File: config.mk
export PLATFORM = sky130hd
export DESIGN_NAME = uart_word_loader
export DESIGN_NICKNAME = d
export VERILOG_FILES = /design/src/rtl/uart_loader_pkg.sv /design/src/rtl/loader_timeout.sv /design/src/rtl/uart_word_loader.sv
export SDC_FILE = /design/constraint.sdc
export NUM_CORES = 1
export LEC_CHECK = 0
export ABC_AREA = 0
export CORE_MARGIN = 8
export CORE_UTILIZATION = 28
export CTS_CLUSTER_DIAMETER = 120
export DETAILED_ROUTE_END_ITERATION = 8
export MAX_ROUTING_LAYER = met4
export PLACE_DENSITY = 0.54
export RECOVER_POWER = 25
export SKIP_LAST_GASP = 1
export SYNTH_ARGS = -nofsm -noshare
export SYNTH_HDL_FRONTEND = slang
export SYNTH_SLANG_ARGS = --single-unit
File: constraint.sdc
create_clock -name upg_clk_i -period 6.5 [get_ports upg_clk_i]
set_clock_uncertainty 0.1 [all_clocks]
set_input_delay 1.625 -clock upg_clk_i [delete_from_list [all_inputs] [get_ports upg_clk_i]]
set_output_delay 1.625 -clock upg_clk_i [all_outputs]
set_load 0.02 [all_outputs]
File: src/rtl/uart_loader_pkg.sv
// Shared definitions for the UART programming-domain loader blocks.
//   loader_state_e : frame FSM states
//   LOADER_ADDR_W  : default word-address width of the target RAM
//   LEN_W          : width of the frame word-count field
//   tmo_cnt_w()    : counter width needed to hold a timeout cycle count
package uart_loader_pkg;

  typedef enum logic [2:0] {
    IDLE,
    LEN_HI,
    DATA,
    CHK,
    DONE,
    ERR
  } loader_state_e;

  localparam int unsigned LOADER_ADDR_W = 14;
  localparam int unsigned LEN_W         = 16;

  function automatic int unsigned tmo_cnt_w(input int unsigned cycles);
    return (cycles < 1) ? 1 : $clog2(cycles + 1);
  endfunction

endpackage

File: src/rtl/loader_timeout.sv
// Inter-byte timeout down-counter.
//   clk_i, rst_i : clock, async active-high reset
//   clr_i        : reload with CYCLES (wins over en_i)
//   en_i         : count down one per cycle while high
//   expired_o    : high in the cycle that completes CYCLES enabled cycles
//                  since the last clear
// Reset value is 0; every path into an enabled state goes through a clear,
// so the zero value never produces a false expiry.
module loader_timeout
  import uart_loader_pkg::*;
#(
  parameter int unsigned CYCLES = 1000000
) (
  input  logic clk_i,
  input  logic rst_i,
  input  logic clr_i,
  input  logic en_i,
  output logic expired_o
);

  localparam int unsigned W = tmo_cnt_w(CYCLES);

  logic [W-1:0] cnt_q, cnt_d;

  always_comb begin
    cnt_d = cnt_q;
    if (clr_i)
      cnt_d = W'(CYCLES);
    else if (en_i && (cnt_q != '0))
      cnt_d = cnt_q - W'(1);
  end

  always_ff @(posedge clk_i or posedge rst_i) begin
    if (rst_i) cnt_q <= '0;
    else       cnt_q <= cnt_d;
  end

  // cnt_q==1 means this is the CYCLES-th idle cycle since the last byte.
  assign expired_o = en_i && (cnt_q == W'(1));

endmodule

File: src/rtl/uart_word_loader.sv
// UART image loader: turns a framed byte stream into RAM word writes.
// Frame: 16-bit LE word count N (1..2**ADDR_W), then 4*N data bytes, each
// word little-endian. Writes go out on upg_wen_o/upg_adr_o/upg_dat_o one
// cycle after the 4th byte of a word; upg_done_o is sticky once the whole
// image is written. Bad length or inter-byte timeout sets sticky err_o.
//   upg_clk_i, upg_rst_i   : clock, async active-high reset
//   rx_data_i, rx_valid_i  : byte stream from the UART receiver
//   upg_wen_o/adr_o/dat_o  : RAM write strobe, word address, word data
//   upg_done_o             : image loaded (sticky)
//   busy_o                 : frame in progress
//   err_o                  : malformed image (sticky)
// Optional macro LOADER_CHECKSUM_EN: a trailing byte equal to the XOR of
// all data bytes must follow the image before upg_done_o asserts.
module uart_word_loader
  import uart_loader_pkg::*;
#(
  parameter int unsigned ADDR_W         = LOADER_ADDR_W,
  parameter int unsigned TIMEOUT_CYCLES = 1000000
) (
  input  logic              upg_clk_i,
  input  logic              upg_rst_i,
  input  logic [7:0]        rx_data_i,
  input  logic              rx_valid_i,
  output logic              upg_wen_o,
  output logic [ADDR_W-1:0] upg_adr_o,
  output logic [31:0]       upg_dat_o,
  output logic              upg_done_o,
  output logic              busy_o,
  output logic              err_o
);

  // One extra bit so a full-depth image (N == DEPTH) can be counted.
  localparam int unsigned IDX_W = ADDR_W + 1;
  localparam int unsigned DEPTH = 1 << ADDR_W;

  loader_state_e     state_q, state_d;
  logic [7:0]        len_lo_q, len_lo_d;
  logic [IDX_W-1:0]  n_q, n_d;
  logic [IDX_W-1:0]  widx_q, widx_d;
  logic [1:0]        bidx_q, bidx_d;
  logic [23:0]       sh_q, sh_d;      // lanes 0..2; lane 3 comes straight from rx
  logic              wen_q, wen_d;
  logic [ADDR_W-1:0] adr_q, adr_d;
  logic [31:0]       dat_q, dat_d;
  logic              done_q, done_d;
  logic              err_q, err_d;
`ifdef LOADER_CHECKSUM_EN
  logic [7:0]        xor_q, xor_d;
`endif

  logic [LEN_W-1:0]  len_w;
  logic              len_ok;
  logic              last_word;
  logic              tmo_exp;

  assign busy_o = (state_q == LEN_HI) || (state_q == DATA) || (state_q == CHK);

  loader_timeout #(.CYCLES(TIMEOUT_CYCLES)) u_tmo (
    .clk_i     (upg_clk_i),
    .rst_i     (upg_rst_i),
    .clr_i     (rx_valid_i),
    .en_i      (busy_o),
    .expired_o (tmo_exp)
  );

  assign len_w     = {rx_data_i, len_lo_q};
  assign len_ok    = (len_w != '0) && (32'(len_w) <= DEPTH);
  assign last_word = (widx_q + IDX_W'(1)) == n_q;

  always_comb begin
    state_d  = state_q;
    len_lo_d = len_lo_q;
    n_d      = n_q;
    widx_d   = widx_q;
    bidx_d   = bidx_q;
    sh_d     = sh_q;
    wen_d    = 1'b0;
    adr_d    = adr_q;
    dat_d    = dat_q;
    // Flags follow the registered state, so they trail the state change by one cycle.
    done_d   = (state_q == DONE);
    err_d    = (state_q == ERR);
`ifdef LOADER_CHECKSUM_EN
    xor_d    = xor_q;
`endif
    case (state_q)
      IDLE: begin
        if (rx_valid_i) begin
          len_lo_d = rx_data_i;
          state_d  = LEN_HI;
        end
      end
      LEN_HI: begin
        if (rx_valid_i) begin
          if (len_ok) begin
            n_d     = IDX_W'(len_w);
            widx_d  = '0;
            bidx_d  = '0;
            state_d = DATA;
          end else begin
            state_d = ERR;
          end
        end else if (tmo_exp) begin
          state_d = ERR;
        end
      end
      DATA: begin
        if (rx_valid_i) begin
          bidx_d = bidx_q + 2'd1;
`ifdef LOADER_CHECKSUM_EN
          xor_d  = xor_q ^ rx_data_i;
`endif
          case (bidx_q)
            2'd0:    sh_d[7:0]   = rx_data_i;
            2'd1:    sh_d[15:8]  = rx_data_i;
            2'd2:    sh_d[23:16] = rx_data_i;
            default: begin
              wen_d  = 1'b1;
              adr_d  = widx_q[ADDR_W-1:0];
              dat_d  = {rx_data_i, sh_q};
              widx_d = widx_q + IDX_W'(1);
              // Leave DATA now so a byte arriving during the write pulse
              // is never taken as image data.
              if (last_word) begin
`ifdef LOADER_CHECKSUM_EN
                state_d = CHK;
`else
                state_d = DONE;
`endif
              end
            end
          endcase
        end else if (tmo_exp) begin
          state_d = ERR;
        end
      end
`ifdef LOADER_CHECKSUM_EN
      CHK: begin
        if (rx_valid_i) begin
          if (rx_data_i == xor_q) begin
            state_d = DONE;
            done_d  = 1'b1;
          end else begin
            state_d = ERR;
          end
        end else if (tmo_exp) begin
          state_d = ERR;
        end
      end
`endif
      DONE, ERR: ;
      default: state_d = ERR;
    endcase
  end

  always_ff @(posedge upg_clk_i or posedge upg_rst_i) begin
    if (upg_rst_i) begin
      state_q  <= IDLE;
      len_lo_q <= '0;
      n_q      <= '0;
      widx_q   <= '0;
      bidx_q   <= '0;
      sh_q     <= '0;
      wen_q    <= 1'b0;
      adr_q    <= '0;
      dat_q    <= '0;
      done_q   <= 1'b0;
      err_q    <= 1'b0;
    end else begin
      state_q  <= state_d;
      len_lo_q <= len_lo_d;
      n_q      <= n_d;
      widx_q   <= widx_d;
      bidx_q   <= bidx_d;
      sh_q     <= sh_d;
      wen_q    <= wen_d;
      adr_q    <= adr_d;
      dat_q    <= dat_d;
      done_q   <= done_d;
      err_q    <= err_d;
    end
  end

`ifdef LOADER_CHECKSUM_EN
  always_ff @(posedge upg_clk_i or posedge upg_rst_i) begin
    if (upg_rst_i) xor_q <= '0;
    else           xor_q <= xor_d;
  end
`endif

  assign upg_wen_o  = wen_q;
  assign upg_adr_o  = adr_q;
  assign upg_dat_o  = dat_q;
  assign upg_done_o = done_q;
  assign err_o      = err_q;

endmodule

==> results.toml, run 1 <==
[setup_path]
endpoint_kind = "flop"
timing.rr.start = "widx_q[0]"
path_max_fanout = 16
crit_type = "primary input to flop"
crit_arrival_ns = 4.25
cp-start-kind = "primary input"
crit_start = "rx_valid_i"
worstPathRequired_ns = 6.71

[synth]
synth_fp_nets = 635
yosysSeqAreaShare_pct = 54.3
synthArstFlopShare_pct = 100
synth-main-ff-cell = "dfrtp_1"
synth_warnings = 0
synth.most_common_cell = "nand2_1"
synth_top_area_share_pct = 54.3
synth_cell_types = 55
syn-cell-area_um2 = 6270
synth_edf_count = 0
synth_top_area_cell = "dfrtp_1"
synth_cells = 616
avgSynthCellArea_um2 = 10.2
yosys-top-cells-area = "dfrtp_1 54%, nand2_1 9.5%, mux2_2 8.8%"
synth.top_cells.by_count = "159 x nand2_1, 136 x dfrtp_1, 49 x mux2_2"
synth_seq_cells = 136

[hold_path]
min_path_type = "flop to flop"
hp-start = "sh_q[13]"

[route]
via_per_inst = 4.62
post-route-drc-count = 0
drtAntennaViolNets = 0
drt-total-wl_mm = 14.8
num_vias = 4417
dr.pass1.iters = 4
wl_per_cell_um = 15.5
drtIter0Drc = 216

[clocking]
clkSinkCount = 136
cts-buffers-inserted = 17
h-tree-depth = 4
post_cts_buffers = 0
postCtsHoldBufs = 0
cts.repair.resized = 0
cts_root_buf = "clkbuf_16"
cts_tree = "yes"
cts_buffer_depth = 2
clk_latency_ns = 0.43
clkTransAtPathRegs_ns = 0.07

[floorplan]
dieArea_um2 = 27400
initial_utilization_pct = 28.6
die_w_um = 166
io_pins = 61
dieHeight_um = 166
rows = 54
core_um2 = 21900

[timing]
rsz0062_at_grt = "false"
post-route-min-period_ns = 4.04
tns_ns = 0
hold_viol = 0
min_period_over_period_pct = 62.2
worst_slack_ns = 2.46
max_freq_mhz = 247
slew_headroom_pct = 20.8
worstMarginPinSlew_ns = 1.18
slew_violations = 0
setup_viol_count_final = 0

[global_route]
grt-ovfl-total = 0
antenna_found_initial = 0
track_usage_pct = 11.7
first_global_vias = 4388
grt_max_degree = 98
grt_pass1_wl_mm = 24.2

[power]
peakVddDrop_v = 0.000180
leakagePower_nw = 3.49
p_per_area_nw_per_um2 = 244

[cells_and_area]
drive_gt1_share_pct = 14.2
multi_input_area_um2 = 2660
regArea_um2 = 3400
n_fill_cell = 2230
antenna_cells = 0
areaGrowthSynthToFinish_pct = 22.2
nets = 683

[placed_design]
pre_cts_slack_ns = 2.04
port_buffers = 60
place_congestion = 0.754
dp_hpwl_mm = 9.88

[run_status]
run_status = "finished, final reports clean"

[flow_run]
maxCapViolCount = 0
==> worst max-delay path, stage by stage <==
cell             delay [ns]
clkdlybuf4s50_1        0.86
nand2b_1               0.35
nor3_1                 0.98
mux2_2                 0.42
==> sequential cells by signal, indices dropped and copies added (netlist names) <==
name and flops:
sh_q 24, upg_wen_o 1, u_tmo.cnt_q 20, state_q 3
err_o 1, n_q 15, upg_dat_o 32, widx_q 15
len_lo_q 8, bidx_q 2, upg_adr_o 14, upg_done_o 1
==> cells in the final DEF (no fill, tap or decap), types with 4 or more instances in the layout <==
cell,instances
or4_1,4
nand3b_1,5
nand3_1,14
a31oi_1,11
a21oi_1,15
nor3_1,7
inv_6,7
nand2b_1,10
clkinvlp_4,4
inv_1,9
nor2b_1,5
mux2_2,49
nor4_1,6
and3_1,7
clkbuf_16,17
dfrtp_1,136
o21ai_0,16
nor2_1,32
nand4_1,9
nand2_1,158
ha_1,8
xnor2_1,17
buf_4,5
xor2_1,19
clkdlybuf4s50_1,59
==> cell families (layout without fill, tap and decap cells) <==
kind of cell | after synthesis | count (layout) | synth area share [%]
AO/OA/AOI/OAI | 64 | 64 | 6.57
XOR/XNOR | 36 | 36 | 5.03
adder cells (fa/ha/maj) | 8 | 8 | 1.60
buffers and inverters | 47 | 108 | 3.25
flip-flops | 136 | 136 | 54.3
multiplexers | 50 | 50 | 8.97
AND/OR/NAND/NOR | 275 | 275 | 20.3
==> metal layers <==
metal	up-vias	wire (µm)	global-route usage [%]
met5	-	0	-
li1	2189	-	-
met3	8	465	3.15
met4	0	99	3.21
met2	52	6870	17.4
met1	2168	7360	15.4
==> per-stage QoR <==
stage / instance area, µm² / utilization (%) / hold WS (ns) / instances / total power [mW]
floorplan: 6270 / - / 0.333 / 616 / 0.938
global placement: 7100 / 32.4 / 0.344 / 925 / 0.972
detailed placement: 7100 / 32.4 / 0.347 / 925 / 0.973
CTS: 7660 / 35.0 / 0.356 / 957 / 1.90
global route: 7660 / 35.0 / 0.392 / 957 / 1.95
finish: 7660 / 35.0 / 0.361 / 957 / 1.87
==> final timing paths <==
path | end | slack (ns) | depth (start not counted)
max | len_lo_q[1] | 2.46 | 4
min | upg_dat_o[13] | 0.36 | 2
max reg2reg | state_q[1] | 3.59 | 6
min reg2reg | upg_dat_o[13] | 0.36 | 2
max in group asynchronous | upg_dat_o[30] | 3.47 | 3
min in group asynchronous | upg_dat_o[14] | 1.75 | 2
==> final cells by class <==
| type | instances | share of cell area [%] |
|---|---|---|
| timing repair buffer | 65 | 8.33 |
| clock buffer | 17 | 5.55 |
| inverter | 11 | 0.604 |
| clock inverter | 15 | 1.75 |
| tap | 280 | 4.57 |
| sequential | 136 | 44.4 |
| multi-input combinational | 433 | 34.7 |
==> power by group <==
part           switching, mW  total [mW]  internal [mW]
Combinational         0.0466      0.0780         0.0314
Sequential            0.0145       0.876          0.862
Clock                  0.411       0.913          0.503
Total                  0.472        1.87           1.40
Power figures use the tool's default switching activity.
==> run 2, diff against run 1 <==
Clock period 6.5 ns to 4 ns, I/O delays scaled along.
==> run 2 against run 1 <==
  * Combinational power increased by 73%
  * Sequential cell count unchanged
  * Die area unchanged
  * Design area increased by 1.1%
  * Clock-buffer cell count increased by 2
  * First-iteration DRC count increased by 28%
  * Highest routed layer unchanged
  * Sequential power increased by 63%
  * Non-clock buffer count increased by 13
  * Global-route usage increased by 0.46 points
  * Critical endpoint is now widx_q[13]
  * Routed wire length increased by 2.9%
  * Sequential share of layout area decreased by 0.47 points
  * Clock power increased by 58%
==> results.toml, run 2 (synthesis gave the netlist of run 1 again) <==
[clocking]
post_cts_buffers = 0
cts_buffer_depth = 2
cts_tree = "yes"
postCtsHoldBufs = 0
cts.repair.resized = 0
h-tree-depth = 4
clk_latency_ns = 0.42
cts_root_buf = "clkbuf_16"
clkTransAtPathRegs_ns = 0.06
cts-buffers-inserted = 17
clkSinkCount = 136

[timing]
max_freq_mhz = 321
post-route-min-period_ns = 3.11
hold_viol = 0
setup_viol_count_final = 0
min_period_over_period_pct = 77.8
slew_headroom_pct = 10.6
slew_violations = 0
worst_slack_ns = 0.889
worstMarginPinSlew_ns = 1.34
tns_ns = 0
whs_ns = 0.361
rsz0062_at_grt = "false"

[route]
via_per_inst = 4.65
post-route-drc-count = 0
wl_per_cell_um = 15.7
num_vias = 4505
drtIter0Drc = 276
top_layer = "met4"
wl_met3_um = 472
dr.pass1.iters = 4
drt-total-wl_mm = 15.2
drtAntennaViolNets = 0
wl_met1_mm = 7.27
wl_met2_mm = 7.23

[setup_path]
crit_start = "upg_rst_i"
r2r_slack_ns = 1.16
endpoint = "widx_q[13]"
path_max_fanout = 24
cp-start-kind = "primary input"
worstPathRequired_ns = 4.51
timing.rr.start = "widx_q[0]"
crit_type = "primary input to async pin"
r2r-end = "state_q[1]"
reg2reg_depth = 6
endpoint_kind = "async pin"
crit_arrival_ns = 3.62

[cells_and_area]
areaGrowthSynthToFinish_pct = 23.5
fin_area_um2 = 7740
drive_gt1_share_pct = 15.2
final_core_util_pct = 35.4
final_cell_count_no_fill = 969
antenna_cells = 0
final_common_cell = "nand2_1"
regArea_um2 = 3400
mostFrequentLayoutCells = "158 x nand2_1, 136 x dfrtp_1, 59 x clkdlybuf4s50_1"
nets = 696
multi_input_area_um2 = 2660
n_fill_cell = 2262
largest_reg_flops = 32

[power]
leakagePower_nw = 3.54
total_power_mw = 3.00
p_per_area_nw_per_um2 = 387
peakVddDrop_v = 0.000291

[floorplan]
core_um2 = 21900
dieArea_um2 = 27400
die_w_um = 166
dieHeight_um = 166
io_pins = 61
rows = 54
initial_utilization_pct = 28.6

[flow_run]
maxCapViolCount = 0

[global_route]
grt-ovfl-total = 0
grt_pass1_wl_mm = 25.1
antenna_found_initial = 0
track_usage_pct = 12.1
grt_max_degree = 60
first_global_vias = 4470

[placed_design]
port_buffers = 60
dpl_cell_area_um2 = 7210
pre_cts_slack_ns = 0.579
place_congestion = 0.801
place_inst = 938
dp_hpwl_mm = 10.8

[run_status]
run_status = "finished, final reports clean"

[hold_path]
min_path_type = "flop to flop"
run 2: cell types whose count changed in the layout (fill, tap and decap cells not counted), sizes merged:
cell,delta
buf,+12
inv,-9
clkinv,+6
clkbuf,+3
bufinv,+1
clkinvlp,-1
run 2: worst min-delay path by stage:
| stage | startpoint | to | slack [ns] | cells after the start |
|---|---|---|---|---|
| 3_5_place_dp | sh_q[0] | upg_dat_o[0] | 0.35 | 2 |
| 5_1_grt | sh_q[16] | upg_dat_o[16] | 0.38 | 2 |
| 4_1_cts | sh_q[0] | upg_dat_o[0] | 0.36 | 2 |
| 3_3_place_gp | sh_q[1] | upg_dat_o[1] | 0.34 | 2 |
| 2_1_floorplan | sh_q[0] | upg_dat_o[0] | 0.33 | 2 |
| 6_report | sh_q[0] | upg_dat_o[0] | 0.36 | 2 |
run 2: power by group:
part / total, mW / internal (mW) / switching (mW)
clock network: 1.44 / 0.848 / 0.590
logic: 0.135 / 0.0575 / 0.0777
registers: 1.43 / 1.40 / 0.0241
total: 3.00 / 2.31 / 0.692
run 2: layer usage:
metal	GRT usage [%]	vias up
li1	-	2215
met1	15.7	2189
met2	18.4	81
met3	2.93	20
met4	4.14	0
met5	-	-
run 2: area by class of cell:
type | count | area share [%]
Clock buffer | 19 | 5.59
Clock inverter | 12 | 1.36
Inverter | 11 | 0.550
Multi-Input combinational cell | 433 | 34.4
Sequential cell | 136 | 44.0
Tap cell | 280 | 4.53
Timing Repair Buffer | 78 | 9.62
run 2: worst max-delay path: stages:
cell and delay (ns):
dlygate4sd3_1 0.55, clkinvlp_2 0.63, clkbuf_1 1.05, buf_4 0.38
==> run 3, diff against run 2 <==
Clock period 4 ns to 3 ns, I/O delays scaled along.
==> run 3 against run 2 <==
  * Register-to-register slack worse by 0.84 ns
  * Sequential power is 33% higher
  * Global-route usage is 0.32 points higher
  * Die area stayed put
==> results.toml, run 3 (synthesis gave the netlist of run 1 again) <==
[run_status]
run_status = "finished, final reports clean"

[timing]
slew_headroom_pct = 7.94
max_freq_mhz = 365
setup_viol_count_final = 0
rsz0062_at_grt = "false"
post-route-min-period_ns = 2.74
worstMarginPinSlew_ns = 1.38
slew_violations = 0
min_period_over_period_pct = 91.3
hold_viol = 0
whs_ns = 0.363
tns_ns = 0

[clocking]
h-tree-depth = 4
cts-buffers-inserted = 17
cts_buffer_depth = 2
post_cts_buffers = 0
cts.repair.resized = 0
postCtsHoldBufs = 0
cts_tree = "yes"
cts_root_buf = "clkbuf_16"
clkTransAtPathRegs_ns = 0.06
clk_latency_ns = 0.42
clkSinkCount = 136

[cells_and_area]
mostFrequentLayoutCells = "158 x nand2_1, 136 x dfrtp_1, 59 x clkdlybuf4s50_1"
nets = 709
areaGrowthSynthToFinish_pct = 26.6
drive_gt1_share_pct = 16.8
antenna_cells = 0
final_common_cell = "nand2_1"
largest_reg_flops = 32
final_core_util_pct = 36.2

[setup_path]
path_cells = "o21ba_2, clkdlybuf4s50_1"
worstPathRequired_ns = 2.15
crit_slowest_cell = "clkdlybuf4s50_1"
crit_arrival_ns = 1.89
cp-start-kind = "flop"
reg2reg_depth = 7
crit_start = "state_q[2]"
critPathMaxStageDelay_ns = 0.64
r2r_slack_ns = 0.32
endpoint_kind = "output pin"
timing.rr.start = "widx_q[1]"
r2r-end = "state_q[1]"
path_max_fanout = 8
crit_type = "flop to output pin"

[route]
dr.pass1.iters = 4
via_per_inst = 4.68
drtIter0Drc = 221
drt-total-wl_mm = 15.6
num_vias = 4599
drtAntennaViolNets = 0
wl_per_cell_um = 15.9
post-route-drc-count = 0

[hold_path]
hold_end = "upg_dat_o[19]"
min_path_type = "flop to flop"
whs_path_depth = 2
hp-start = "sh_q[19]"

[placed_design]
dp_hpwl_mm = 11.0
place_congestion = 0.782
port_buffers = 60

[power]
peakVddDrop_v = 0.000384
p_per_area_nw_per_um2 = 526
total_power_mw = 4.17
leakagePower_nw = 3.66

[floorplan]
core_um2 = 21900
rows = 54
initial_utilization_pct = 28.6
dieArea_um2 = 27400
die_w_um = 166
io_pins = 61
dieHeight_um = 166

[global_route]
grt-ovfl-total = 0
track_usage_pct = 12.5
grt_max_degree = 47
first_global_vias = 4764
antenna_found_initial = 0
grt_pass1_wl_mm = 25.8

[flow_run]
maxCapViolCount = 0
==> run 3: changes by cell type in the layout (fill, tap and decap cells not counted) <==
cell	previous run	this run
inv_6	1	4
dlymetal6s4s_1	0	3
and2_1	1	2
clkinvlp_4	2	4
clkbuf_8	0	1
clkinv_4	3	1
and2_0	2	1
buf_4	16	25
clkinv_2	5	2
bufinv_16	1	2
buf_12	1	3
clkbuf_1	3	1
==> run 3: worst max-delay path: cells and delay by family (launching register included) <==
kind | cells | cell delay (ns)
flip-flops | 1 | 0.45
buffers and inverters | 1 | 0.64
AO/OA/AOI/OAI | 1 | 0.38
==> run 3: where the power goes <==
group          total, mW  switching, mW  internal, mW
sequential          1.90         0.0341          1.87
combinational      0.189          0.108        0.0810
clock               2.08          0.829          1.25
==> run 3: final cells by class <==
class | instances | area (µm²)
inverter | 11 | 42.5
tap | 280 | 350
timing repair buffer | 91 | 886
clock inverter | 13 | 144
fill | 2229 | 14000
clock buffer | 19 | 443
multi-input combinational | 433 | 2660
sequential | 136 | 3400
==> run 3: worst max-delay path by stage <==
stage,slack [ns],to
floorplan,0.46,bidx_q[0]
global placement,-0.11,widx_q[14]
detailed placement,-0.15,widx_q[11]
CTS,0.23,busy_o
global route,0.08,widx_q[11]
finish,0.26,busy_o
==> run 3: routing by layer <==
metal	up-vias	track usage [%]	routed length, µm
met2	69	19.8	7680
li1	2241	-	-
met3	11	2.95	523
met4	0	3.86	146
met1	2278	15.5	7260
met5	-	-	0
==> run 3: through the flow <==
step           setup WS, ns  cell area (µm²)  std cells
5_1_grt              0.0777             7930        983
2_1_floorplan         0.457             6270        616
3_5_place_dp         -0.148             7370        951
6_report              0.261             7930        983
4_1_cts               0.228             7960        983
3_3_place_gp         -0.114             7370        951
